## config.mk

```make
export PLATFORM = sky130hd
export DESIGN_NAME = bbox_raster_walker_flat
export DESIGN_NICKNAME = d
export VERILOG_FILES = /design/src/rtl/bbox_raster_walker_if.sv /design/src/rtl/bbox_raster_walker.sv /design/src/flat_wrapper.sv
export SDC_FILE = /design/constraint.sdc
export NUM_CORES = 1
export LEC_CHECK = 0
export BUFFER_PORTS_ARGS = -buffer_cell sky130_fd_sc_hd__clkbuf_2
export CAP_MARGIN = 40
export CORE_UTILIZATION = 30
export DETAILED_ROUTE_END_ITERATION = 12
export PLACE_DENSITY = 0.6
export RECOVER_POWER = 25
export SLEW_MARGIN = 20
export SYNTH_ARGS = -nofsm -noshare
export SYNTH_HDL_FRONTEND = slang
export SYNTH_SLANG_ARGS = --single-unit
export TNS_END_PERCENT = 50
```

## constraint.sdc

```tcl
create_clock -name clk -period 11.2 [get_ports clk]
set_input_delay 2.24 -clock clk [delete_from_list [all_inputs] [get_ports clk]]
set_output_delay 2.24 -clock clk [all_outputs]
set_load 0.005 [all_outputs]
```

## src/rtl/bbox_raster_walker_if.sv

```systemverilog
// Triangle-in / pixel-out bundle between the raster set-up stage, the bounding-box walker
// and the downstream edge-function tester.
interface bbox_raster_walker_if #(
    parameter int COORD_W  = 32,
    parameter int SCREEN_W = 32
);
    logic                  tri_valid;
    logic                  tri_ready;
    logic [2*COORD_W-1:0]  pa;
    logic [2*COORD_W-1:0]  pb;
    logic [2*COORD_W-1:0]  pc;
    logic [SCREEN_W-1:0]   resx;
    logic [SCREEN_W-1:0]   resy;
    logic                  bb_valid;
    logic [SCREEN_W-1:0]   bb_left;
    logic [SCREEN_W-1:0]   bb_right;
    logic [SCREEN_W-1:0]   bb_top;
    logic [SCREEN_W-1:0]   bb_bottom;
    logic                  pix_valid;
    logic                  pix_ready;
    logic [SCREEN_W-1:0]   pix_x;
    logic [SCREEN_W-1:0]   pix_y;
    logic                  pix_last;
    logic                  tri_done;

    modport master (
        output tri_valid, pa, pb, pc, resx, resy, pix_ready,
        input  tri_ready, bb_valid, bb_left, bb_right, bb_top, bb_bottom,
               pix_valid, pix_x, pix_y, pix_last, tri_done
    );

    modport slave (
        input  tri_valid, pa, pb, pc, resx, resy, pix_ready,
        output tri_ready, bb_valid, bb_left, bb_right, bb_top, bb_bottom,
               pix_valid, pix_x, pix_y, pix_last, tri_done
    );
endinterface

```

## src/rtl/bbox_raster_walker.sv

```systemverilog
// Computes the screen-clamped half-open bounding box of one fixed-point triangle and walks it
// row-major, one pixel (or one 2x2 quad) per downstream handshake.
module bbox_raster_walker #(
    parameter int COORD_W  = 32,
    parameter int FRAC_W   = 8,
    parameter int SCREEN_W = 32,
    parameter int QUAD     = 0
) (
    input  logic                  clk,
    input  logic                  rst_n,
    bbox_raster_walker_if.slave   bus
);
    localparam int CW = COORD_W + 1;
    localparam int EW = (CW > SCREEN_W + 1) ? CW : SCREEN_W + 1;
    localparam logic [SCREEN_W:0] STEP = (QUAD != 0) ? (SCREEN_W+1)'(2) : (SCREEN_W+1)'(1);

    typedef enum logic [1:0] {IDLE, CALC, WALK} state_t;

    function automatic logic signed [COORD_W-1:0] min3(input logic signed [COORD_W-1:0] a,
                                                        input logic signed [COORD_W-1:0] b,
                                                        input logic signed [COORD_W-1:0] c);
        logic signed [COORD_W-1:0] m;
        m = (a < b) ? a : b;
        return (c < m) ? c : m;
    endfunction

    function automatic logic signed [COORD_W-1:0] max3(input logic signed [COORD_W-1:0] a,
                                                        input logic signed [COORD_W-1:0] b,
                                                        input logic signed [COORD_W-1:0] c);
        logic signed [COORD_W-1:0] m;
        m = (a > b) ? a : b;
        return (c > m) ? c : m;
    endfunction

    function automatic logic signed [CW-1:0] floor_fx(input logic signed [COORD_W-1:0] v);
        logic signed [CW-1:0] e;
        e = CW'(v);
        return e >>> FRAC_W;
    endfunction

    // One extra bit keeps the round-up bias from overflowing near the top of the range.
    function automatic logic signed [CW-1:0] ceil_fx(input logic signed [COORD_W-1:0] v);
        logic signed [CW-1:0] e;
        logic signed [CW-1:0] bias;
        bias = CW'((1 << FRAC_W) - 1);
        e    = CW'(v) + bias;
        return e >>> FRAC_W;
    endfunction

    function automatic logic [SCREEN_W-1:0] clamp_res(input logic signed [CW-1:0] v,
                                                      input logic [SCREEN_W-1:0] res);
        logic signed [EW-1:0] ve;
        logic signed [EW-1:0] re;
        ve = EW'(v);
        re = $signed(EW'(res));
        if (ve < 0)
            return '0;
        else if (ve > re)
            return res;
        else
            return SCREEN_W'(ve);
    endfunction

    function automatic logic [SCREEN_W-1:0] align_q(input logic [SCREEN_W-1:0] v);
        if (QUAD != 0)
            return v & ~SCREEN_W'(1);
        return v;
    endfunction

    state_t state, state_nxt;

    logic signed [COORD_W-1:0] ax_p0, ay_p0, bx_p0, by_p0, cx_p0, cy_p0;
    logic [SCREEN_W-1:0]       resx_p0, resy_p0;

    logic [SCREEN_W-1:0] l_c, r_c, t_c, b_c;
    logic                empty_c;

    logic                ready_en;
    logic                bb_valid_q;
    logic [SCREEN_W-1:0] bb_l_q, bb_r_q, bb_t_q, bb_b_q;
    logic [SCREEN_W-1:0] x_q, y_q;
    logic                done_q;

    logic accept, hs, done_nxt;
    logic row_end, col_end, pix_last_c, tri_ready_c;

    // Stage 0: vertex/resolution capture on accept
    always_ff @(posedge clk) begin
        if (accept) begin
            ax_p0   <= bus.pa[2*COORD_W-1:COORD_W];
            ay_p0   <= bus.pa[COORD_W-1:0];
            bx_p0   <= bus.pb[2*COORD_W-1:COORD_W];
            by_p0   <= bus.pb[COORD_W-1:0];
            cx_p0   <= bus.pc[2*COORD_W-1:COORD_W];
            cy_p0   <= bus.pc[COORD_W-1:0];
            resx_p0 <= bus.resx;
            resy_p0 <= bus.resy;
        end
    end

    // Stage 1: box arithmetic, evaluated during CALC
    assign l_c     = clamp_res(floor_fx(min3(ax_p0, bx_p0, cx_p0)), resx_p0);
    assign r_c     = clamp_res(ceil_fx(max3(ax_p0, bx_p0, cx_p0)),  resx_p0);
    assign t_c     = clamp_res(floor_fx(min3(ay_p0, by_p0, cy_p0)), resy_p0);
    assign b_c     = clamp_res(ceil_fx(max3(ay_p0, by_p0, cy_p0)),  resy_p0);
    assign empty_c = (l_c >= r_c) || (t_c >= b_c);

    assign row_end     = ({1'b0, x_q} + STEP) >= {1'b0, bb_r_q};
    assign col_end     = ({1'b0, y_q} + STEP) >= {1'b0, bb_b_q};
    assign pix_last_c  = (state == WALK) && row_end && col_end;
    // ready_en keeps tri_ready low while reset is held even though state already reads IDLE.
    assign tri_ready_c = (state == IDLE) && ready_en;

    always_ff @(posedge clk or negedge rst_n) begin
        if (!rst_n)
            state <= IDLE;
        else
            state <= state_nxt;
    end

    always_comb begin
        state_nxt = state;
        accept    = 1'b0;
        hs        = 1'b0;
        done_nxt  = 1'b0;
        case (state)
            IDLE: begin
                if (bus.tri_valid && tri_ready_c) begin
                    accept    = 1'b1;
                    state_nxt = CALC;
                end
            end
            CALC: begin
                if (empty_c) begin
                    done_nxt  = 1'b1;
                    state_nxt = IDLE;
                end else begin
                    state_nxt = WALK;
                end
            end
            WALK: begin
                if (bus.pix_ready) begin
                    hs = 1'b1;
                    if (pix_last_c) begin
                        done_nxt  = 1'b1;
                        state_nxt = IDLE;
                    end
                end
            end
            default: state_nxt = IDLE;
        endcase
    end

    // Stage 2: registered box and walk position
    always_ff @(posedge clk or negedge rst_n) begin
        if (!rst_n) begin
            ready_en   <= 1'b0;
            bb_valid_q <= 1'b0;
            bb_l_q     <= '0;
            bb_r_q     <= '0;
            bb_t_q     <= '0;
            bb_b_q     <= '0;
            x_q        <= '0;
            y_q        <= '0;
            done_q     <= 1'b0;
        end else begin
            ready_en <= 1'b1;
            done_q   <= done_nxt;
            if (accept)
                bb_valid_q <= 1'b0;
            if (state == CALC) begin
                bb_valid_q <= 1'b1;
                bb_l_q     <= l_c;
                bb_r_q     <= r_c;
                bb_t_q     <= t_c;
                bb_b_q     <= b_c;
                if (!empty_c) begin
                    x_q <= align_q(l_c);
                    y_q <= align_q(t_c);
                end
            end
            if (hs) begin
                if (row_end) begin
                    x_q <= align_q(bb_l_q);
                    y_q <= y_q + STEP[SCREEN_W-1:0];
                end else begin
                    x_q <= x_q + STEP[SCREEN_W-1:0];
                end
            end
        end
    end

    assign bus.tri_ready = tri_ready_c;
    assign bus.bb_valid  = bb_valid_q;
    assign bus.bb_left   = bb_l_q;
    assign bus.bb_right  = bb_r_q;
    assign bus.bb_top    = bb_t_q;
    assign bus.bb_bottom = bb_b_q;
    assign bus.pix_valid = (state == WALK);
    assign bus.pix_x     = x_q;
    assign bus.pix_y     = y_q;
    assign bus.pix_last  = pix_last_c;
    assign bus.tri_done  = done_q;
endmodule

```

## src/flat_wrapper.sv

```systemverilog
// flat-port wrapper written by rule: the top's interface ports become plain ports
module bbox_raster_walker_flat 
#(
    parameter int COORD_W  = 32,
    parameter int FRAC_W   = 8,
    parameter int SCREEN_W = 32,
    parameter int QUAD     = 0
)
  (clk, rst_n, bus_tri_valid, bus_pa, bus_pb, bus_pc, bus_resx, bus_resy, bus_pix_ready, bus_tri_ready, bus_bb_valid, bus_bb_left, bus_bb_right, bus_bb_top, bus_bb_bottom, bus_pix_valid, bus_pix_x, bus_pix_y, bus_pix_last, bus_tri_done);
  bbox_raster_walker_if #(.COORD_W(COORD_W), .SCREEN_W(SCREEN_W)) bus_i ();
  input  logic clk;
  input  logic rst_n;
  input wire logic [$bits(bus_i.tri_valid)-1:0] bus_tri_valid;
  input wire logic [$bits(bus_i.pa)-1:0] bus_pa;
  input wire logic [$bits(bus_i.pb)-1:0] bus_pb;
  input wire logic [$bits(bus_i.pc)-1:0] bus_pc;
  input wire logic [$bits(bus_i.resx)-1:0] bus_resx;
  input wire logic [$bits(bus_i.resy)-1:0] bus_resy;
  input wire logic [$bits(bus_i.pix_ready)-1:0] bus_pix_ready;
  output wire logic [$bits(bus_i.tri_ready)-1:0] bus_tri_ready;
  output wire logic [$bits(bus_i.bb_valid)-1:0] bus_bb_valid;
  output wire logic [$bits(bus_i.bb_left)-1:0] bus_bb_left;
  output wire logic [$bits(bus_i.bb_right)-1:0] bus_bb_right;
  output wire logic [$bits(bus_i.bb_top)-1:0] bus_bb_top;
  output wire logic [$bits(bus_i.bb_bottom)-1:0] bus_bb_bottom;
  output wire logic [$bits(bus_i.pix_valid)-1:0] bus_pix_valid;
  output wire logic [$bits(bus_i.pix_x)-1:0] bus_pix_x;
  output wire logic [$bits(bus_i.pix_y)-1:0] bus_pix_y;
  output wire logic [$bits(bus_i.pix_last)-1:0] bus_pix_last;
  output wire logic [$bits(bus_i.tri_done)-1:0] bus_tri_done;
  assign bus_i.tri_valid = bus_tri_valid;
  assign bus_i.pa = bus_pa;
  assign bus_i.pb = bus_pb;
  assign bus_i.pc = bus_pc;
  assign bus_i.resx = bus_resx;
  assign bus_i.resy = bus_resy;
  assign bus_i.pix_ready = bus_pix_ready;
  assign bus_tri_ready = bus_i.tri_ready;
  assign bus_bb_valid = bus_i.bb_valid;
  assign bus_bb_left = bus_i.bb_left;
  assign bus_bb_right = bus_i.bb_right;
  assign bus_bb_top = bus_i.bb_top;
  assign bus_bb_bottom = bus_i.bb_bottom;
  assign bus_pix_valid = bus_i.pix_valid;
  assign bus_pix_x = bus_i.pix_x;
  assign bus_pix_y = bus_i.pix_y;
  assign bus_pix_last = bus_i.pix_last;
  assign bus_tri_done = bus_i.tri_done;
  bbox_raster_walker #(.COORD_W(COORD_W), .FRAC_W(FRAC_W), .SCREEN_W(SCREEN_W), .QUAD(QUAD)) u_core (.clk(clk), .rst_n(rst_n), .bus(bus_i));
endmodule
```

==> results of run 1 <==
## worst reg2reg max path, delay by kind of cell, from the launching register on
kind / cells / cell delay [ns]
muxes: 2 / 0.62
xor gates and xnor gates: 1 / 0.14
DFF: 1 / 0.44
and+or+nand+nor: 9 / 1.72
buffers and inverters: 10 / 1.73
AOI/OAI and AO/OA: 24 / 4.68
adders and majority gates: 4 / 1.26
## flip-flops by register name, indices dropped and copies added, names as in the netlist, 32 cells and up
name / cells
u_core.ax_p0: 32
u_core.ay_p0: 32
u_core.bus.bb_bottom: 32
u_core.bus.bb_left: 32
u_core.bus.bb_right: 32
u_core.bus.bb_top: 32
u_core.bus.pix_x: 32
u_core.bus.pix_y: 32
u_core.bx_p0: 32
u_core.by_p0: 32
u_core.cx_p0: 32
u_core.cy_p0: 32
u_core.resx_p0: 32
u_core.resy_p0: 32
## path summary, 6_finish.rpt
path | start | slack, ns | to | cells past startpoint
setup / recovery | u_core.ax_p0[30]$_DFFE_PP_ | 0.48 | u_core.bus.pix_x[28]$_DFFE_PN0P_ | 50
hold / removal | u_core.bus.bb_valid$_DFFE_PN0P_ | 0.48 | u_core.bus.bb_valid$_DFFE_PN0P_ | 2
setup reg to reg | u_core.ax_p0[30]$_DFFE_PP_ | 0.48 | u_core.bus.pix_x[28]$_DFFE_PN0P_ | 50
hold reg to reg | u_core.bus.bb_valid$_DFFE_PN0P_ | 0.48 | u_core.bus.bb_valid$_DFFE_PN0P_ | 2
max in group asynchronous | rst_n | 6.17 | u_core.bus.bb_left[19]$_DFFE_PN0P_ | 3
min in group asynchronous | rst_n | 2.81 | u_core.bus.bb_bottom[27]$_DFFE_PN0P_ | 1
## power by group
group | internal [mW] | switching (mW) | total [mW] | leakage (nW)
clock | 0.967 | 0.768 | 1.73 | 0.813
combinational | 2.77 | 3.81 | 6.58 | 13.3
sequential | 2.18 | 0.511 | 2.69 | 4.93
## logic make-up (layout without fill, tap and decap cells)
| logic type | count (synthesis) | after routing |
|---|---|---|
| AOI/OAI and AO/OA | 916 | 916 |
| and+or+nand+nor | 980 | 981 |
| DFF | 453 | 453 |
| muxes | 224 | 224 |
| xor gates and xnor gates | 106 | 106 |
| adders and majority gates | 455 | 455 |
| other | 1 | 5 |
| buffers and inverters | 400 | 1041 |
## metrics by stage
step	area [um^2]	util	TNS, ns	setup slack [ns]
floorplan	34400	-	0	0.0413
global route	42100	0.372	-2.98	-0.141
detailed placement	39700	0.351	-8.21	-0.225
global placement	39600	0.350	-0.112	-0.0195
CTS	41500	0.367	0	0.00926
finish	42100	0.372	0	0.482
## synth_stat cells (8+ instances only)
cell type | n | area (um^2)
o22ai_1 | 20 | 125
o211ai_1 | 28 | 210
a22o_1 | 15 | 131
o21a_1 | 24 | 180
and4_1 | 11 | 96.3
a22oi_1 | 11 | 82.6
buf_1 | 19 | 71.3
o22ai_2 | 8 | 100
xor2_1 | 32 | 280
a2bb2oi_1 | 15 | 131
a21o_1 | 132 | 991
a31oi_1 | 30 | 188
nand4_1 | 111 | 694
a21oi_1 | 249 | 1250
and3_1 | 37 | 231
edfxtp_1 | 256 | 7690
or2_2 | 10 | 62.6
or3_1 | 11 | 68.8
nand2b_1 | 22 | 138
nand3_1 | 95 | 475
clkbuf_1 | 89 | 334
nor2b_1 | 37 | 231
inv_1 | 254 | 953
o31ai_1 | 15 | 113
o221a_2 | 9 | 101
and2_1 | 23 | 144
a221o_1 | 11 | 110
mux2i_1 | 185 | 1850
xnor2_1 | 74 | 648
nor3_1 | 55 | 275
a211oi_1 | 18 | 135
nand2_1 | 232 | 871
ha_1 | 455 | 5690
o21ai_0 | 127 | 636
o21bai_1 | 10 | 75.1
buf_2 | 30 | 150
dfrtp_1 | 197 | 4930
nor2_1 | 247 | 927
o221ai_1 | 13 | 114
nor4_1 | 49 | 307
mux2_2 | 39 | 439
a211o_1 | 19 | 166
o2bb2ai_1 | 55 | 482
## metal layers
layer  GRT usage  vias up
li1            -    14500
met2       0.322     1098
met1       0.293    14800
met4      0.0730        2
met5           0        -
met3      0.0444      172
## final cells by class
class                      count  area [um^2]  share of cell area
clock buffer                  71         1460              0.0346
antenna                        4         10.0            0.000238
multi-input combinational   2683        20600               0.490
inverter                     257          973              0.0231
timing repair buffer         683         4260               0.101
tap                         1500         1880              0.0446
clock inverter                30          245             0.00583
sequential                   453        12600               0.300
## timing repair
| item | 4_1_cts | 5_1_grt |
|---|---|---|
| endpoints found under the hold margin | 0 | 0 |
| setup buffers | 0 | 33 |
| pin swaps | 0 | 24 |
| cloned | 0 | 2 |
| endpoints found under the setup margin | 64 | 66 |
| gates resized for setup | 12 | 79 |
==> key figures, run 1 <==
Floorplanning
  • Die height: 341 um
  • Rows: between 100 and 150
  • Die area: between 100000 and 150000 um^2
  • Die W: 341 um
  • Area of the core: 113000 um^2
  • I/O Pins: 457
  • Initial Utilization: 0.304

GRT
  • Vias in the first global route: 29100
  • GRT Total Usage: 0.211
  • Largest net degree at the start of global routing: 95
  • First-pass GRT wire length: 186000 um
  • Antenna violations before repair: 6
  • Total congestion overflow: 0

Setup path
  • Critical path endpoint category: register
  • Worst Path Arrival: between 10 and 15 ns
  • Crit Path Class: register to register
  • CP max-delay cell: nor4_4
  • Crit path max-delay family: compound AO/OA/AOI/OAI gates
  • Most common cell on crit path: buf_4
  • Worst path bufs/invs: 10
  • CP Launch Type: register
  • Critical Path RT: 11.70 ns
  • Crit Path Max Fanout: 27
  • Worst path max stage delay: 0.47 ns

Synth
  • Async SR Flop Fraction: 0.435
  • Mapped cell area: approximately 34000 um^2
  • Syn_area_per_cell: slightly below 10 um^2
  • Post-Synth XOR/XNOR Area: 0.0270
  • Simple logic cell fraction of the synthesized area: 0.142
  • Adder-cell share of the synthesized area: 0.166
  • Yosys cell types: 104
  • Compound-Gate Fraction of Synth Area: 0.186
  • Ys flop type: edfxtp_1
  • Post-synthesis sequential area ratio: 0.367
  • Mux contribution to synthesized area: 0.0666
  • Largest family of logic cells by synthesized area: compound AO/OA/AOI/OAI gates
  • Syn Inst Count: 3535
  • #FFs+latches synth: 453
  • EDFF count, synth: 256
  • Mapped Nets: 4250
  • Yosys warning count: 0

Power
  • Peak VDD IR: between 0.2 and 0.3 mV
  • Leak: approximately 19 nW
  • Power, Total: 11.0 mW
  • Pwr/cell area: 261 nW/um^2

Run
  • Max-cap violation count: 1

Clocking
  • Clock Tree Buf Depth: 3
  • Max H-tree Level: 2
  • Skew-Pair Late Insertion Delay: 0.65 ns
  • Inserted Clock Buffers: 54
  • Clock slew at reported path FFs: 0.06 ns
  • CTS sink cnt: 453
  • Hold buffers post-CTS: 0
  • CTS root buffer: clkbuf_16
  • CTS tree: yes

Cells and area
  • Area growth from synthesis to layout: 22.4%
  • Cell Count, Final, Fillers Out: 5681
  • Commonest non-fill, non-tap cells in the layout: ha_1 (453), clkbuf_2 (419), edfxtp_1 (256)
  • # nets final: 4847
  • Most common cell after layout, fill and taps aside: ha_1
  • Fill count: 11500
  • Layout cells sized above 1: 0.216

Detailed routing
  • Detailed route wirelength on metal3: ~10000 um
  • First-pass DRT Iterations: 6
  • DRC: 0
  • DRT iter0 DRCs: 2885
  • DR top layer: met5
  • Met2 wire length: 55600 um
  • DR WL/cell: approximately 22 um
  • Via density: 5.38
  • Via count: 30600
  • Remaining antenna violation count: 0
  • Met1 Wirelength: 56400 um
  • Total routed wirelength: approximately 130000 um

Status
  • Status: complete, but fails checks
  • Failing checks: capacitance limit, slew limit

STA
  • Crit share post-route: 0.957
  • Hold WS: 0.482 ns
  • Slew HR: -1.38
  • Minimum clock period: 10.72 ns
  • Worst Tran Pin Value: roughly 3.6 ns
  • Setup violations, final: 0
  • Fin. Hold Viols: 0
  • Fmax achieved: about 93 MHz
  • Fin. max-slew vios: 60
  • Clock skew: 0.0293 ns

Placed design
  • Hpwl dp: 102000 um
  • Routability congestion estimate: 0.945
  • PortBufs: around 460
  • Placed cell count: 5541

Min path
  • Hold WC Path Type: register to register
Power figures use the tool's default switching activity.
==> inputs of run 2 (changes only) <==
BUFFER_PORTS_ARGS = -buffer_cell sky130_fd_sc_hd__buf_2   (was -buffer_cell sky130_fd_sc_hd__clkbuf_2)
CORE_ASPECT_RATIO = 0.7   (was default)
==> run 2 against run 1 <==
The flow still finishes with violations (capacitance limit, slew limit). Sequential cell count did not move. First-iteration DRC count rose by 15%. Cell count rose by 2.0%. Worst hold slack got worse by 0.0028 ns. Register-to-register slack got worse by 0.12 ns. Core utilization rose by 0.66 points. Clock skew rose by 0.011 ns. Critical path type unchanged. Critical endpoint is now u_core.bus.pix_x[30]$_DFFE_PN0P_.
==> key figures, run 2 (synthesized netlist as in run 1, its figures left out) <==
Status
  • Status: complete, but fails checks (unchanged)
  • Failing checks: capacitance limit, slew limit (unchanged)

STA
  • Fin. max-slew vios: 89 (was 60)
  • Fmax achieved: 92.3 MHz (was 93.3 MHz)
  • Fin. Hold Viols: 0 (unchanged)
  • Fin Setup TNS: 0 ns (unchanged)
  • Worst Tran Pin Value: 5.27 ns (was 3.56 ns)
  • Minimum clock period: 10.84 ns (was 10.72 ns)
  • Slew HR: -2.52 (was -1.38)
  • Crit share post-route: 0.968 (was 0.957)
  • Setup violations, final: 0 (unchanged)
  • Worst setup margin: 0.363 ns (was 0.482 ns)
  • Clock skew: 0.0402 ns (was 0.0293 ns)

Power
  • Int Power: 6.11 mW (was 5.91 mW)
  • Pwr/cell area: 267 nW/um^2 (was 261 nW/um^2)
  • Comb pwr share: 0.614 (was 0.598)
  • Sw Pwr: 5.32 mW (was 5.09 mW)
  • Peak VDD IR: 0.299 mV (was 0.284 mV)
  • Leak: 19.6 nW (was 19.0 nW)
  • Power, Total: 11.4 mW (was 11.0 mW)
  • Flop pwr share: 0.229 (was 0.245)
  • Sw Share: 0.465 (was 0.463)
  • Clock power frac: 0.157 (was 0.158)

Clocking
  • Max H-tree Level: 2 (unchanged)
  • Clock Tree Buf Depth: 3 (unchanged)
  • CTS root buffer: clkbuf_16 (unchanged)
  • Skew-Pair Late Insertion Delay: 0.65 ns (about the same)
  • CTS sink cnt: 453 (unchanged)
  • Clock slew at reported path FFs: 0.06 ns (about the same)
  • Hold buffers post-CTS: 0 (unchanged)
  • Inserted Clock Buffers: 52 (was 54)
  • CTS tree: yes (unchanged)

Setup path
  • Worst path max stage delay: 0.49 ns (was 0.47 ns)
  • Critical Path RT: 11.66 ns (was 11.70 ns)
  • Crit Path Max Fanout: 28 (was 27)
  • Most common cell on crit path: a21o_1 (was buf_4)
  • R2r endpoint: u_core.bus.pix_x[30]$_DFFE_PN0P_ (was u_core.bus.pix_x[28]$_DFFE_PN0P_)
  • CP startpoint: u_core.ay_p0[31]$_DFFE_PP_ (was u_core.ax_p0[30]$_DFFE_PP_)
  • Worst Path Arrival: 11.30 ns (was 11.22 ns)
  • Worst R2R Setup Slack: 0.36 ns (was 0.48 ns)
  • Critical path endpoint category: register (unchanged)
  • Reg-to-reg startpoint: u_core.ay_p0[31]$_DFFE_PP_ (was u_core.ax_p0[30]$_DFFE_PP_)
  • CP Launch Type: register (unchanged)
  • R2r worst-path depth: 43 (was 50)
  • Crit Path Class: register to register (unchanged)
  • Worst setup endpoint: u_core.bus.pix_x[30]$_DFFE_PN0P_ (was u_core.bus.pix_x[28]$_DFFE_PN0P_)
  • CP max-delay cell: or3_1 (was nor4_4)

GRT
  • Antenna violations before repair: 5 (was 6)
  • Vias in the first global route: 29800 (was 29100)
  • Largest net degree at the start of global routing: 89 (was 95)
  • GRT Total Usage: 0.222 (was 0.211)
  • GR peak layer: met1 (was met2)
  • Met2 Use GR: 0.294 (was 0.322)
  • Met1 GRT Util: 0.341 (was 0.293)
  • Routing usage on met3: 0.0663 (was 0.0444)
  • First-pass GRT wire length: 194000 um (was 186000 um)
  • Total congestion overflow: 0 (unchanged)

Placed design
  • Dpl cell area: 40400 um^2 (was 39700 um^2)
  • Worst slack, placed: -0.0692 ns (was -0.225 ns)
  • PortBufs: 456 (unchanged)
  • Routability congestion estimate: 1.00 (was 0.945)
  • Hpwl dp: 108000 um (was 102000 um)

Detailed routing
  • DRC: 0 (unchanged)
  • Via count: 31600 (was 30600)
  • Total routed wirelength: 134000 um (was 126000 um)
  • Via density: 5.44 (was 5.38)
  • Remaining antenna violation count: 0 (unchanged)
  • First-pass DRT Iterations: 7 (was 6)
  • DR WL/cell: 23.2 um (was 22.3 um)
  • DRT iter0 DRCs: 3324 (was 2885)

Cells and area
  • Most common cell after layout, fill and taps aside: ha_1 (unchanged)
  • Fin area: 42800 um^2 (was 42100 um^2)
  • Commonest non-fill, non-tap cells in the layout: ha_1 (453), buf_2 (419), buf_4 (303) (was ha_1 (453), clkbuf_2 (419), edfxtp_1 (256))
  • Layout cells sized above 1: 0.237 (was 0.216)
  • # nets final: 4946 (was 4847)
  • Area growth from synthesis to layout: 24.6% (was 22.4%)
  • Fill count: 11400 (was 11500)

Min path
  • Worst Hold Launch: u_core.bus.bb_valid$_DFFE_PN0P_ (unchanged)
  • Hold WC Path Type: register to register (unchanged)

Floorplanning
  • Die W: 407 um (was 341 um)
  • Rows: 103 (was 123)
  • Die height: 285 um (was 341 um)
  • Die area: 116000 um^2 (about the same)
  • Area of the core: 113000 um^2 (about the same)
  • Initial Utilization: 0.304 (about the same)
  • I/O Pins: 457 (unchanged)

Run
  • Max-cap violation count: 1 (unchanged)
==> run 2: changes by cell type in the layout (fill, tap and decap cells not counted), sizes merged, moves of 2 or more <==
| cell | before | now |
|---|---|---|
| buf | 226 | 742 |
| clkbuf | 528 | 101 |
| bufinv | 2 | 6 |
| clkdlybuf4s15 | 0 | 3 |
| diode | 4 | 2 |
==> run 2: worst min-delay path by stage <==
stage / end / slack [ns] / cells after the start
6_report: u_core.bus.bb_valid$_DFFE_PN0P_ / 0.48 / 2
5_1_grt: u_core.bus.bb_top[1]$_DFFE_PN0P_ / 0.50 / 1
4_1_cts: u_core.bus.bb_valid$_DFFE_PN0P_ / 0.48 / 2
3_5_place_dp: u_core.bus.bb_valid$_DFFE_PN0P_ / 0.47 / 2
3_3_place_gp: u_core.bus.bb_valid$_DFFE_PN0P_ / 0.46 / 2
2_1_floorplan: u_core.bus.bb_valid$_DFFE_PN0P_ / 0.47 / 2
==> run 2: timing repair <==
action	in CTS	in global routing
endpoints found under the setup margin	48	66
setup buffers	0	42
gates cloned	0	1
pin swaps	0	25
gates resized for setup	6	83
==> run 2: metrics by stage <==
| stage | instances | hold slack (ns) | utilization |
|---|---|---|---|
| after global routing | 5795 | 0.505 | 0.378 |
| after CTS | 5750 | 0.484 | 0.373 |
| final | 5797 | 0.480 | 0.379 |
| after global placement | 5648 | 0.463 | 0.356 |
| after detailed placement | 5654 | 0.470 | 0.357 |
| after floorplan | 3535 | 0.470 | - |
==> run 2: power groups by stage <==
stage | Sequential (mW) | Clock (mW) | Combinational (mW)
6_report | 2.62 | 1.80 | 7.02
3_3_place_gp | 2.64 | 0 | 6.58
3_5_place_dp | 2.64 | 0 | 6.69
2_1_floorplan | 2.53 | 0 | 4.02
5_1_grt | 2.66 | 1.90 | 7.61
4_1_cts | 2.61 | 1.84 | 6.74
==> run 2: per-layer routing <==
layer  share of wire  routed length [um]
met2            0.38               51600
met5         0.00025                  34
met3            0.11               14900
met4           0.026                3490
met1            0.48               64300
==> run 2: critical path: cells and delay by family, from the launching register on <==
kind | cells | cell delay [ns]
adders and majority gates | 4 | 1.34
DFF | 1 | 0.45
muxes | 1 | 0.46
and+or+nand+nor | 9 | 1.66
AOI/OAI and AO/OA | 26 | 6.15
buffers and inverters | 3 | 0.61
==> run 2: layout make-up <==
| class | count | area (um^2) | share of cell area |
|---|---|---|---|
| multi-input combinational | 2682 | 20600 | 0.482 |
| sequential | 453 | 12600 | 0.295 |
| timing repair buffer | 785 | 4950 | 0.116 |
| tap | 1522 | 1900 | 0.0445 |
| clock buffer | 61 | 1350 | 0.0314 |
| inverter | 257 | 973 | 0.0227 |
| clock inverter | 35 | 384 | 0.00897 |
| antenna | 2 | 5.00 | 0.000117 |
